[config.mk]
export PLATFORM = sky130hd
export DESIGN_NAME = tinyml_cam_xy_gen
export DESIGN_NICKNAME = d
export VERILOG_FILES = /design/src/rtl/tinyml_cam_pkg.sv /design/src/rtl/tinyml_sync_edge.sv /design/src/rtl/tinyml_cam_xy_gen.sv
export SDC_FILE = /design/constraint.sdc
export NUM_CORES = 1
export LEC_CHECK = 0
export BUFFER_PORTS_ARGS = -buffer_cell sky130_fd_sc_hd__buf_2
export CAP_MARGIN = 0
export CORE_MARGIN = 3
export CORE_UTILIZATION = 42
export DETAILED_ROUTE_END_ITERATION = 10
export PLACE_DENSITY_LB_ADDON = 0.08
export SYNTH_ARGS = -nofsm -noshare
export SYNTH_HDL_FRONTEND = slang
export SYNTH_SLANG_ARGS = --single-unit
[constraint.sdc]
create_clock -name in_pclk -period 4.1 [get_ports in_pclk]
set_input_delay 1.025 -clock in_pclk [delete_from_list [all_inputs] [get_ports in_pclk]]
set_output_delay 1.025 -clock in_pclk [all_outputs]
set_load 0.03 [all_outputs]
[src/rtl/tinyml_cam_pkg.sv]
// Shared constants and types for the camera front-end coordinate generator.
package tinyml_cam_pkg;

   localparam int CAM_COORD_W     = 11;
   localparam int CAM_FRAME_CNT_W = 8;

   typedef enum logic [1:0] {
      WAIT_LOW   = 2'd0,
      WAIT_FRAME = 2'd1,
      IN_FRAME   = 2'd2
   } cam_state_e;

endpackage

[src/rtl/tinyml_sync_edge.sv]
// Registers a level signal and reports its rising and falling edges against the previous cycle.
module tinyml_sync_edge (
   input  logic in_pclk,
   input  logic in_arstn,
   input  logic level,
   output logic rise,
   output logic fall
);

   logic prev_reg;

   always_ff @(posedge in_pclk or negedge in_arstn) begin
      if (!in_arstn) prev_reg <= 1'b0;
      else           prev_reg <= level;
   end

   assign rise = level & ~prev_reg;
   assign fall = ~level & prev_reg;

endmodule

[src/rtl/tinyml_cam_xy_gen.sv]
// Turns raw sensor frame/line/pixel timing into a coordinate-tagged pixel stream
// with frame statistics and a sticky timing-error flag.
module tinyml_cam_xy_gen
   import tinyml_cam_pkg::*;
#(
   parameter int P_DEPTH = 10,
   parameter int P_X_MAX = 2047,
   parameter int P_Y_MAX = 2047
) (
   input  logic                       in_pclk,
   input  logic                       in_arstn,
   input  logic                       in_vs,
   input  logic                       in_hs,
   input  logic                       in_valid,
   input  logic [P_DEPTH-1:0]         in_data_00,
   input  logic [P_DEPTH-1:0]         in_data_01,
   input  logic [P_DEPTH-1:0]         in_data_10,
   output logic [CAM_COORD_W-1:0]     out_x,
   output logic [CAM_COORD_W-1:0]     out_y,
   output logic                       out_valid,
   output logic [P_DEPTH-1:0]         out_data_00,
   output logic [P_DEPTH-1:0]         out_data_01,
   output logic [P_DEPTH-1:0]         out_data_10,
   output logic                       out_sof,
   output logic                       out_eol,
   output logic [CAM_COORD_W-1:0]     out_line_len,
   output logic [CAM_FRAME_CNT_W-1:0] out_frame_cnt,
   output logic                       out_err
);

   // One extra bit so the counters can hold the "one past the limit" value.
   localparam int CNT_W = CAM_COORD_W + 1;
   localparam logic [CNT_W-1:0] X_LIM = CNT_W'(P_X_MAX + 1);
   localparam logic [CNT_W-1:0] Y_LIM = CNT_W'(P_Y_MAX + 1);
   localparam int LEN_MAX_I = (2 ** CAM_COORD_W) - 1;
   localparam logic [CNT_W-1:0] LEN_SAT =
      CNT_W'(((P_X_MAX + 1) > LEN_MAX_I) ? LEN_MAX_I : (P_X_MAX + 1));

   logic vs_rise, vs_fall, hs_rise, hs_fall;

   tinyml_sync_edge u_vs_edge (
      .in_pclk  (in_pclk),
      .in_arstn (in_arstn),
      .level    (in_vs),
      .rise     (vs_rise),
      .fall     (vs_fall)
   );

   tinyml_sync_edge u_hs_edge (
      .in_pclk  (in_pclk),
      .in_arstn (in_arstn),
      .level    (in_hs),
      .rise     (hs_rise),
      .fall     (hs_fall)
   );

   cam_state_e                 state_reg, state_next;
   logic [CNT_W-1:0]           x_reg, x_next, x_cur;
   logic [CNT_W-1:0]           y_reg, y_next, y_cur;
   logic                       err_reg, err_next;
   logic                       valid_reg, sof_reg, eol_reg;
   logic [CAM_COORD_W-1:0]     x_out_reg, y_out_reg, len_reg;
   logic [P_DEPTH-1:0]         d00_reg, d01_reg, d10_reg;
   logic [CAM_FRAME_CNT_W-1:0] fcnt_reg;

   logic entering, active, pix, emit, stray, line_end, line_has_pix, frame_end;

   always_comb begin
      entering     = (state_reg == WAIT_FRAME) && vs_rise;
      active       = (state_reg == IN_FRAME) || entering;
      // The first pixel of a frame or line may arrive on the same cycle as its edge.
      x_cur        = (entering || hs_rise) ? '0 : x_reg;
      y_cur        = entering ? '0 : y_reg;
      pix          = active && in_vs && in_hs && in_valid;
      emit         = pix && (x_cur < X_LIM) && (y_cur < Y_LIM);
      stray        = active && in_vs && !in_hs && in_valid;
      // A frame ending while the line is still open also closes that line.
      line_end     = (state_reg == IN_FRAME) && (hs_fall || vs_fall);
      line_has_pix = (x_reg != '0);
      frame_end    = (state_reg == IN_FRAME) && vs_fall;

      state_next = state_reg;
      case (state_reg)
         WAIT_LOW:   if (!in_vs)   state_next = WAIT_FRAME;
         WAIT_FRAME: if (vs_rise)  state_next = IN_FRAME;
         IN_FRAME:   if (vs_fall)  state_next = WAIT_FRAME;
         default:                  state_next = WAIT_LOW;
      endcase

      x_next = x_cur;
      if (pix && (x_cur < X_LIM)) x_next = x_cur + 1'b1;
      if (line_end)               x_next = '0;

      y_next = y_cur;
      if (line_end && line_has_pix && (y_cur < Y_LIM)) y_next = y_cur + 1'b1;

      err_next = entering ? 1'b0 : err_reg;
      if ((pix && !emit) || stray) err_next = 1'b1;
   end

   always_ff @(posedge in_pclk or negedge in_arstn) begin
      if (!in_arstn) begin
         state_reg <= WAIT_LOW;
         x_reg     <= '0;
         y_reg     <= '0;
         err_reg   <= 1'b0;
         valid_reg <= 1'b0;
         sof_reg   <= 1'b0;
         eol_reg   <= 1'b0;
         x_out_reg <= '0;
         y_out_reg <= '0;
         len_reg   <= '0;
         d00_reg   <= '0;
         d01_reg   <= '0;
         d10_reg   <= '0;
         fcnt_reg  <= '0;
      end else begin
         state_reg <= state_next;
         x_reg     <= x_next;
         y_reg     <= y_next;
         err_reg   <= err_next;
         valid_reg <= emit;
         sof_reg   <= emit && (x_cur == '0) && (y_cur == '0);
         eol_reg   <= line_end && line_has_pix;
         if (emit) begin
            x_out_reg <= x_cur[CAM_COORD_W-1:0];
            y_out_reg <= y_cur[CAM_COORD_W-1:0];
            d00_reg   <= in_data_00;
            d01_reg   <= in_data_01;
            d10_reg   <= in_data_10;
         end
         if (line_end && line_has_pix)
            len_reg <= (x_reg > LEN_SAT) ? LEN_SAT[CAM_COORD_W-1:0] : x_reg[CAM_COORD_W-1:0];
         if (frame_end)
            fcnt_reg <= fcnt_reg + 1'b1;
      end
   end

   assign out_x         = x_out_reg;
   assign out_y         = y_out_reg;
   assign out_valid     = valid_reg;
   assign out_data_00   = d00_reg;
   assign out_data_01   = d01_reg;
   assign out_data_10   = d10_reg;
   assign out_sof       = sof_reg;
   assign out_eol       = eol_reg;
   assign out_line_len  = len_reg;
   assign out_frame_cnt = fcnt_reg;
   assign out_err       = err_reg;

endmodule

; Word level (Yosys, flattened, before mapping)
; Cells that the tools add are included.
[word_totals]
regBits = 103
latchBits = 0
mem_bits_rw = 0
rom_bits = 0
in_bits = 35
out_inout_bits = 75
word_cells = 74
n_memories = 0
[classes]
addsub = 3
multipliers = 0
div = 0
order_cmp = 3
n_eq_ne = 5
shift = 0
muxes = 12
bitwise = 8
reduce_logical = 27
[op_table]
columns = cell, count
row1 = 12-bit two-way mux, 5
row2 = "12-bit by 1-bit adder with 12-bit output, second input constant", 2
row3 = 12-bit logical NOT, 2
row4 = "12-bit < comparator, second input constant", 2
row5 = 1-bit logical AND, 15
row6 = "12-bit by 11-bit greater-than comparator with 1-bit output, second input constant", 1
row7 = 12-bit nonzero test, 1
row8 = 11-bit two-way mux, 1
row9 = "8-bit by 1-bit adder with 8-bit output, second input constant", 1
row10 = 2-bit two-way mux, 3
row11 = "2-bit != test, second input constant", 3
row12 = 2-bit case mux with 3 select lines, 1
row13 = 1-bit AND, 4
row14 = 1-bit logical OR, 4
row15 = 1-bit inverter, 4
row16 = 3-bit AND reduction, 1
row17 = "2-bit by 1-bit == test with 1-bit output, second input constant", 1
row18 = "2-bit == test, second input constant", 1
row19 = 1-bit logical NOT, 2
row20 = 2-bit logical NOT, 1
row21 = 1-bit two-way mux, 2
row22 = 2-bit nonzero test, 1

; Depth between registers and ports, before layout
; Gate-level depths: netlist (run 1).
[logic_depth]
ltp_word = 13
mapped_depth = 9
depth_no_buf = 8

; By module
; Synthesis (run 1) repeated with hierarchy kept, for this count alone.
[hier_totals]
hier_cells = 410
area_unflattened_um2 = 4621.9
[by_module_without_submodules]
columns = module, instances, cells_per_inst, area_per_inst_um2, seq_area_each_um2
row1 = tinyml_cam_xy_gen, 1, 404, 4541.9, 2527.4
row2 = tinyml_sync_edge, 2, 3, 40.0, 25.0

; Worst setup path after synthesis (run 1)
; No wires, ideal clock.
[synth_timing]
path_kind = input to register
start = input in_vs
end = register y_reg[10]
setup_ns = 0.077
arrival_ns = 2.592
required_ns = 4.023
slack_ns = 1.431
path_stages = 9
path_buffers = 1
cell_sequence = nand4bb_1 -> clkbuf_1 -> nand2_1 -> inv_1 -> ha_1 -> and4b_1 -> nand4_1 -> or4_1 -> a21oi_1
[synth_between]
elab_cells_between_ends = 12
classes_between = add/sub: 1 / order compare: 1 / mux: 2 / bitwise: 3 / reduce/logical: 5
[synth_rtl]
columns = item, line_no
row1 = from (decl), tinyml_cam_xy_gen.sv:12  ; input logic in_vs,
row2 = 1-bit AND *, tinyml_sync_edge.sv:17  ; assign rise = level & ~prev_reg;
row3 = 1-bit logical AND *, tinyml_cam_xy_gen.sv:69  ; entering = (state_reg == WAIT_FRAME) && vs_rise;
row4 = 12-bit two-way mux *, tinyml_cam_xy_gen.sv:73  ; y_cur = entering ? '0 : y_reg;
row5 = via y_cur[0], tinyml_cam_xy_gen.sv:59  ; logic [CNT_W-1:0] y_reg, y_next, y_cur;
row6 = 12-bit < comparator, tinyml_cam_xy_gen.sv:95  ; if (line_end && line_has_pix && (y_cur < Y_LIM)) y_next = y_cur + 1'b1;
row7 = 1-bit logical AND, tinyml_cam_xy_gen.sv:95
row8 = 12-bit two-way mux *, tinyml_cam_xy_gen.sv:95
row9 = via y_next[10], tinyml_cam_xy_gen.sv:59
row10 = to (signal assigned), tinyml_cam_xy_gen.sv:120  ; y_reg <= y_next;
row11 = to (decl), tinyml_cam_xy_gen.sv:59
; The timed path passes the listed nets; every way through them passes the cells marked *.
; A chain may end at the register's enable or synchronous reset.

; Worst setup path in the final report (run 1)
[layout_timing]
start = input in_vs
end = register d01_reg[9], in the netlist out_data_01[9]
[layout_between]
elab_chain_len = 8
elab_cells_between_ends = 13
classes_between = order compare: 2 / mux: 2 / bitwise: 1 / reduce/logical: 8
[layout_lines]
columns = item, line_no
row1 = branches (longest 7 deep; another with 12-bit < comparator), n/a
row2 = 1-bit logical AND *, tinyml_cam_xy_gen.sv:75  ; emit = pix && (x_cur < X_LIM) && (y_cur < Y_LIM);
row3 = to (signal assigned), tinyml_cam_xy_gen.sv:129  ; d01_reg <= in_data_01;
row4 = to (decl), tinyml_cam_xy_gen.sv:63  ; logic [P_DEPTH-1:0] d00_reg, d01_reg, d10_reg;
; Mark *: on every way between the ends.

==> impl_metrics.py, run 1 <==
metrics = {
    "critical_path": {
        "critPathLaunchType": "input pin",
        "max_stage_delay_ns": 0.80,
        "critical_path_class": "input pin to register",
        "critPathCaptureType": "register",
        "cp.arrival_ns": 3.06,
        "cp_max_fo": 55,
        "worstPathRequired_ns": 4.34,
        "crit_chain": "buf_2 -> and4bb_2 -> a21oi_2 -> buf_4 -> a221o_4 -> mux2_2",
        "slowest_stage": "a221o_4",
    },
    "synthesis": {
        "synthCells": 397,
        "synthDistinctLibCells": 47,
        "ys.flop_type": "dfrtp_1",
        "netlist_area_um2": 4650,
        "synth.avg_cell_area_um2": 11.7,
        "ys_seq_area_share_pct": 55.4,
        "async_reset_ff_share_pct": 100,
        "synth-edff-count": 0,
        "synth-seq-cells": 103,
        "synth_nets": 435,
        "yosys_warnings": 0,
    },
    "worst_hold_path": {
        "hold_class": "register to register",
    },
    "detailed_routing": {
        "ant_nets": 0,
        "drc_errors": 0,
        "drt-total-wl_mm": 9.80,
        "dr_total_vias": 3254,
        "wl_per_cell_um": 15.3,
        "dr.pass1.iters": 4,
        "vias_per_cell": 5.08,
        "drt_first_iter_violations": 157,
    },
    "floorplanning": {
        "die_y_um": 111,
        "chipWidth_um": 111,
        "ios": 110,
        "core.rowCount": 37,
        "dieArea_um2": 12400,
        "core_area_um2": 10600,
        "initial_utilization_pct": 44.1,
    },
    "run_status": {
        "outcome": "finished clean",
    },
    "final_layout": {
        "design_area_um2": 5480,
        "final_common_cell": "buf_2",
        "diodes": 0,
        "layout-drive-gt1-share_pct": 33.5,
        "finish.utilization_pct": 51.9,
        "syn_to_final_growth_pct": 17.8,
        "final_cell_mix": "108 x buf_2, 103 x dfrtp_1, 32 x nand2_1",
        "fin_nets": 537,
    },
    "place": {
        "place_area_um2": 5300,
        "finalWeightedCongestion": 0.773,
        "dp_slack_ns": 0.858,
        "dp_hpwl_mm": 6.63,
        "io_buffers": 109,
    },
    "power_and_ir_drop": {
        "pwr_density_cell_nw_per_um2": 548,
        "peakVddDrop_mv": 0.315,
        "p_leak_nw": 2.82,
    },
    "clock_network": {
        "numCtsBuffers": 9,
        "postCtsHoldBufs": 0,
        "cts.sinks": 103,
        "clkTransAtPathRegs_ns": 0.10,
        "cts_setup_buffers": 0,
        "clock_latency_ns": 0.36,
        "cts_tree": "done",
        "cts.path.max_buffers": 2,
        "post_cts_resized": 0,
        "root_buffer": "clkbuf_8",
        "htree_levels": 3,
    },
    "timing": {
        "setup_violations": 0,
        "hold_violations": 0,
        "fin_tns_setup_ns": 0,
        "worst_slack_ns": 1.28,
        "relSlewSlack_pct": 34.6,
        "fmax_mhz": 354,
        "min_period_ns": 2.82,
        "finalCritPeriodShare_pct": 68.8,
        "rsz0062_at_grt": "no",
        "maxSlewViolCount": 0,
        "skew_ns": 0.0129,
        "whs_ns": 0.483,
        "tightest_slew_ns": 0.981,
    },
    "run": {
        "maxCapViolCount": 0,
    },
    "grt": {
        "grt-ovfl-total": 0,
        "grt_first_pass_wirelength_mm": 16.9,
        "grt_pass1_vias": 3417,
        "grt_max_degree": 56,
        "track_usage_pct": 16.4,
        "grt_antenna_before_repair": 0,
    },
}
through the flow:
| step | std cells | power (mW) |
|---|---|---|
| final | 640 | 3.01 |
| after global routing | 640 | 3.19 |
| after CTS | 640 | 3.06 |
| after detailed placement | 624 | 2.43 |
| after global placement | 624 | 2.41 |
| after floorplan | 397 | 2.10 |
cells in the mapped netlist (all sizes together) (2+ instances only):
| library cell | n | area share, % |
|---|---|---|
| and3 | 2 | 0.27 |
| and4 | 2 | 0.38 |
| mux2i | 26 | 5.6 |
| clkbuf | 12 | 0.97 |
| or3 | 6 | 0.81 |
| and4b | 2 | 0.43 |
| nand4 | 8 | 1.1 |
| a2111oi | 2 | 0.78 |
| mux2 | 34 | 10 |
| a21oi | 11 | 1.3 |
| o22ai | 2 | 0.27 |
| dfrtp | 103 | 55 |
| inv | 31 | 2.5 |
| nor2 | 17 | 1.4 |
| nand2b | 8 | 1.1 |
| nand3 | 6 | 0.65 |
| nor4 | 7 | 0.94 |
| ha | 3 | 0.81 |
| nand2 | 32 | 2.6 |
| a21o | 2 | 0.32 |
| nand4b | 2 | 0.38 |
| nor3 | 5 | 0.54 |
| o21ai | 28 | 3.0 |
| buf | 10 | 1.6 |
| a22o | 2 | 0.38 |
| and4bb | 2 | 0.54 |
| o31ai | 3 | 0.48 |
| a211oi | 2 | 0.32 |
| or4 | 3 | 0.48 |
| xnor2 | 13 | 2.4 |
report_power, final:
group / internal, mW / switching [mW] / leakage, nW
Clock: 0.246 / 0.359 / 0.0952
Sequential: 1.23 / 0.121 / 1.35
Combinational: 0.375 / 0.673 / 1.37
Total: 1.85 / 1.15 / 2.82
cell families after synthesis:
group | after synthesis | share of synthesized area, %
simple gates | 108 | 12.6
flops | 103 | 55.4
mux | 60 | 16.0
compound gates | 56 | 7.58
buf+inv | 53 | 5.03
xor+xnor | 14 | 2.64
fa+ha+maj | 3 | 0.807
final cells by class:
| class | instances | area, um2 |
|---|---|---|
| Clock buffer | 10 | 138 |
| Clock inverter | 6 | 50.0 |
| Fill cell | 992 | 5070 |
| Inverter | 31 | 116 |
| Multi-Input combinational cell | 241 | 1850 |
| Sequential cell | 103 | 2580 |
| Tap cell | 136 | 170 |
| Timing Repair Buffer | 113 | 578 |
worst max-delay path: cells and delay by family:
kind	cells	cell delay, ns
AO/OA/AOI/OAI	2	0.90
multiplexers	1	0.42
buffers and inverters	2	0.37
AND/OR/NAND/NOR	1	0.27
layer usage:
layer | vias up | wire length (um) | GRT usage, %
met5 | - | 0 | 0
met4 | 0 | 53 | 4.22
met1 | 1560 | 4790 | 23.5
li1 | 1577 | - | -
met2 | 113 | 4310 | 24.8
met3 | 4 | 635 | 4.42
final timing paths:
| path | start | end | slack [ns] | cells past startpoint |
|---|---|---|---|---|
| min | out_frame_cnt[7]$_DFFE_PN0P_ | out_frame_cnt[7]$_DFFE_PN0P_ | 0.48 | 1 |
| min in group asynchronous | in_arstn | out_x[7]$_DFFE_PN0P_ | 0.65 | 1 |
| min reg2reg | out_frame_cnt[7]$_DFFE_PN0P_ | out_frame_cnt[7]$_DFFE_PN0P_ | 0.48 | 1 |
| max | in_vs | out_data_01[9]$_DFFE_PN0P_ | 1.28 | 6 |
| max reg2reg | state_reg[0]$_DFFE_PN0P_ | out_data_01[9]$_DFFE_PN0P_ | 1.62 | 5 |
| max in group asynchronous | in_arstn | out_y[5]$_DFFE_PN0P_ | 2.59 | 2 |
Power figures use the tool's default switching activity.
==> inputs of run 2 (changes only) <==
==> constraint.sdc (replaced) <==
create_clock -name in_pclk -period 2.56 [get_ports in_pclk]
set_input_delay 0.64 -clock in_pclk [delete_from_list [all_inputs] [get_ports in_pclk]]
set_output_delay 0.64 -clock in_pclk [all_outputs]
set_load 0.03 [all_outputs]
==> run 2 against run 1 <==
Clock-buffer cell count grew 3. Non-clock buffer count grew 8. Register-to-register slack lost 1.3 ns. Hold slack lost 0.24 ns. First-iteration DRC count grew 34%. Flip-flop and latch count is the same. Sequential share of layout area shrank 0.65 points. Sequential power grew 60%. Wire length grew 1.1%. Combinational power grew 62%. Utilization grew 0.72 points. Critical path type is now register to register. Critical endpoint is now out_data_01[0]$_DFFE_PN0P_. Largest power group unchanged.
==> impl_metrics.py, run 2 (synthesized netlist as in run 1, its figures left out) <==
metrics = {
    "run_status": {
        "outcome": "finished clean",
    },
    "final_layout": {
        "fillers": 958,
        "diodes": 0,
        "syn_to_final_growth_pct": 19.5,
        "layout-drive-gt1-share_pct": 33.7,
        "seq_area_um2": 2580,
        "final_common_cell": "buf_2",
        "multi_input_area_um2": 1850,
        "fin_nets": 545,
        "final_cell_mix": "108 x buf_2, 103 x dfrtp_1, 32 x nand2_1",
        "layout.cells.non_filler": 646,
    },
    "grt": {
        "grt_pass1_vias": 3248,
        "grt-ovfl-total": 0,
        "track_usage_pct": 16.7,
        "grt_max_degree": 62,
        "grt_antenna_before_repair": 0,
        "grt_first_pass_wirelength_mm": 16.6,
    },
    "critical_path": {
        "critPathCaptureType": "register",
        "cp_num_buf_inv": 1,
        "slowest_stage": "or3b_1",
        "crit_family": "compound AO/OA/AOI/OAI gates",
        "crit_chain": "or3b_1 -> a21o_1 -> a221o_4 -> buf_12 -> mux2_4",
        "cp_max_fo": 35,
        "critical_path_class": "register to register",
        "cp.arrival_ns": 2.54,
        "worstPathRequired_ns": 2.82,
        "critPathLaunchType": "register",
        "max_stage_delay_ns": 0.48,
    },
    "power_and_ir_drop": {
        "pwr-share-comb_pct": 35.1,
        "power_mw": 4.84,
        "p_int_mw": 3.06,
        "peakVddDrop_mv": 0.607,
        "pwr_density_cell_nw_per_um2": 871,
        "p_leak_nw": 2.86,
        "switchingPower_mw": 1.78,
        "power_frac_clock_pct": 20.3,
        "seqPwrFrac_pct": 44.7,
        "switching_share_pct": 36.9,
    },
    "timing": {
        "whs_ns": 0.245,
        "min_period_ns": 2.28,
        "fin_tns_setup_ns": 0,
        "skew_ns": 0.00810,
        "fmax_mhz": 439,
        "maxSlewViolCount": 0,
        "tightest_slew_ns": 0.529,
        "hold_violations": 0,
        "rsz0062_at_grt": "no",
        "setup_violations": 0,
        "relSlewSlack_pct": 63.8,
        "finalCritPeriodShare_pct": 89.0,
    },
    "clock_network": {
        "htree_levels": 3,
        "clkTransAtPathRegs_ns": 0.09,
        "cts_tree": "done",
        "post_cts_resized": 0,
        "clock_latency_ns": 0.38,
        "numCtsBuffers": 9,
        "postCtsHoldBufs": 0,
        "cts.path.max_buffers": 2,
        "root_buffer": "clkbuf_8",
        "cts_setup_buffers": 0,
        "cts.sinks": 103,
    },
    "floorplanning": {
        "core.rowCount": 37,
        "ios": 110,
        "chipWidth_um": 111,
        "core_area_um2": 10600,
        "initial_utilization_pct": 44.1,
        "dieArea_um2": 12400,
        "die_y_um": 111,
    },
    "detailed_routing": {
        "drt_first_iter_violations": 210,
        "dr_wl_met2_mm": 4.40,
        "drt-total-wl_mm": 9.90,
        "dr_total_vias": 3334,
        "wl_per_cell_um": 15.3,
        "vias_per_cell": 5.16,
        "ant_nets": 0,
        "wl_met1_mm": 4.77,
        "top_layer_used": "met4",
        "dr.pass1.iters": 4,
        "wl_met3_um": 624,
        "drc_errors": 0,
    },
    "place": {
        "dpl.cell_count": 632,
        "dp_hpwl_mm": 6.87,
        "io_buffers": 109,
        "finalWeightedCongestion": 0.769,
    },
    "run": {
        "maxCapViolCount": 0,
    },
    "worst_hold_path": {
        "hold_class": "input pin to async pin",
    },
}
run 2: cell count changes in the layout (fill, tap and decap cells not counted):
cell / before / now
clkbuf_1: 0 / 3
bufinv_16: 0 / 1
inv_6: 2 / 0
buf_12: 0 / 2
clkinv_2: 1 / 0
inv_8: 1 / 0
clkinvlp_4: 1 / 0
buf_4: 5 / 11
clkinv_4: 1 / 0
run 2: layout make-up:
type,instances,share of cell area (%)
clock buffers,13,2.68
clock inverters,1,0.540
inverters,31,2.09
multi-input cells,241,33.3
flip-flops and latches,103,46.4
well taps,136,3.06
repair buffers,121,11.9
run 2: power groups by stage:
stage / sequential [mW] / clock (mW) / combinational, mW
2_1_floorplan: 2.88 / 0 / 0.488
3_3_place_gp: 2.18 / 0 / 1.70
3_5_place_dp: 2.19 / 0 / 1.71
4_1_cts: 2.16 / 1.04 / 1.72
5_1_grt: 2.21 / 1.09 / 1.80
6_report: 2.16 / 0.981 / 1.70
run 2: final timing paths:
check | end | depth (start not counted) | start | slack (ns)
min | out_x[8]$_DFFE_PN0P_ | 1 | in_arstn | 0.25
min in group in_pclk | u_hs_edge.prev_reg$_DFF_PN0_ | 1 | in_hs | 0.44
max | out_data_01[0]$_DFFE_PN0P_ | 5 | state_reg[1]$_DFFE_PN0P_ | 0.28
max in group asynchronous | out_frame_cnt[7]$_DFFE_PN0P_ | 2 | in_arstn | 1.58
min reg2reg | out_frame_cnt[7]$_DFFE_PN0P_ | 1 | out_frame_cnt[7]$_DFFE_PN0P_ | 0.48
max reg2reg | out_data_01[0]$_DFFE_PN0P_ | 5 | state_reg[1]$_DFFE_PN0P_ | 0.28
run 2: per-stage QoR:
| step | setup WS [ns] | area [um2] | utilization, % |
|---|---|---|---|
| 2_1_floorplan | 0.276 | 4650 | - |
| 3_3_place_gp | 0.187 | 5380 | 51.0 |
| 3_5_place_dp | 0.0800 | 5380 | 51.0 |
| 4_1_cts | 0.279 | 5560 | 52.7 |
| 5_1_grt | 0.222 | 5560 | 52.7 |
| 6_report | 0.281 | 5560 | 52.7 |
run 2: routing by layer:
layer / GRT usage [%] / up-vias
met5: 0 / -
met1: 23.8 / 1616
met2: 24.2 / 116
met4: 4.87 / 0
li1: - / 1595
met3: 5.73 / 7
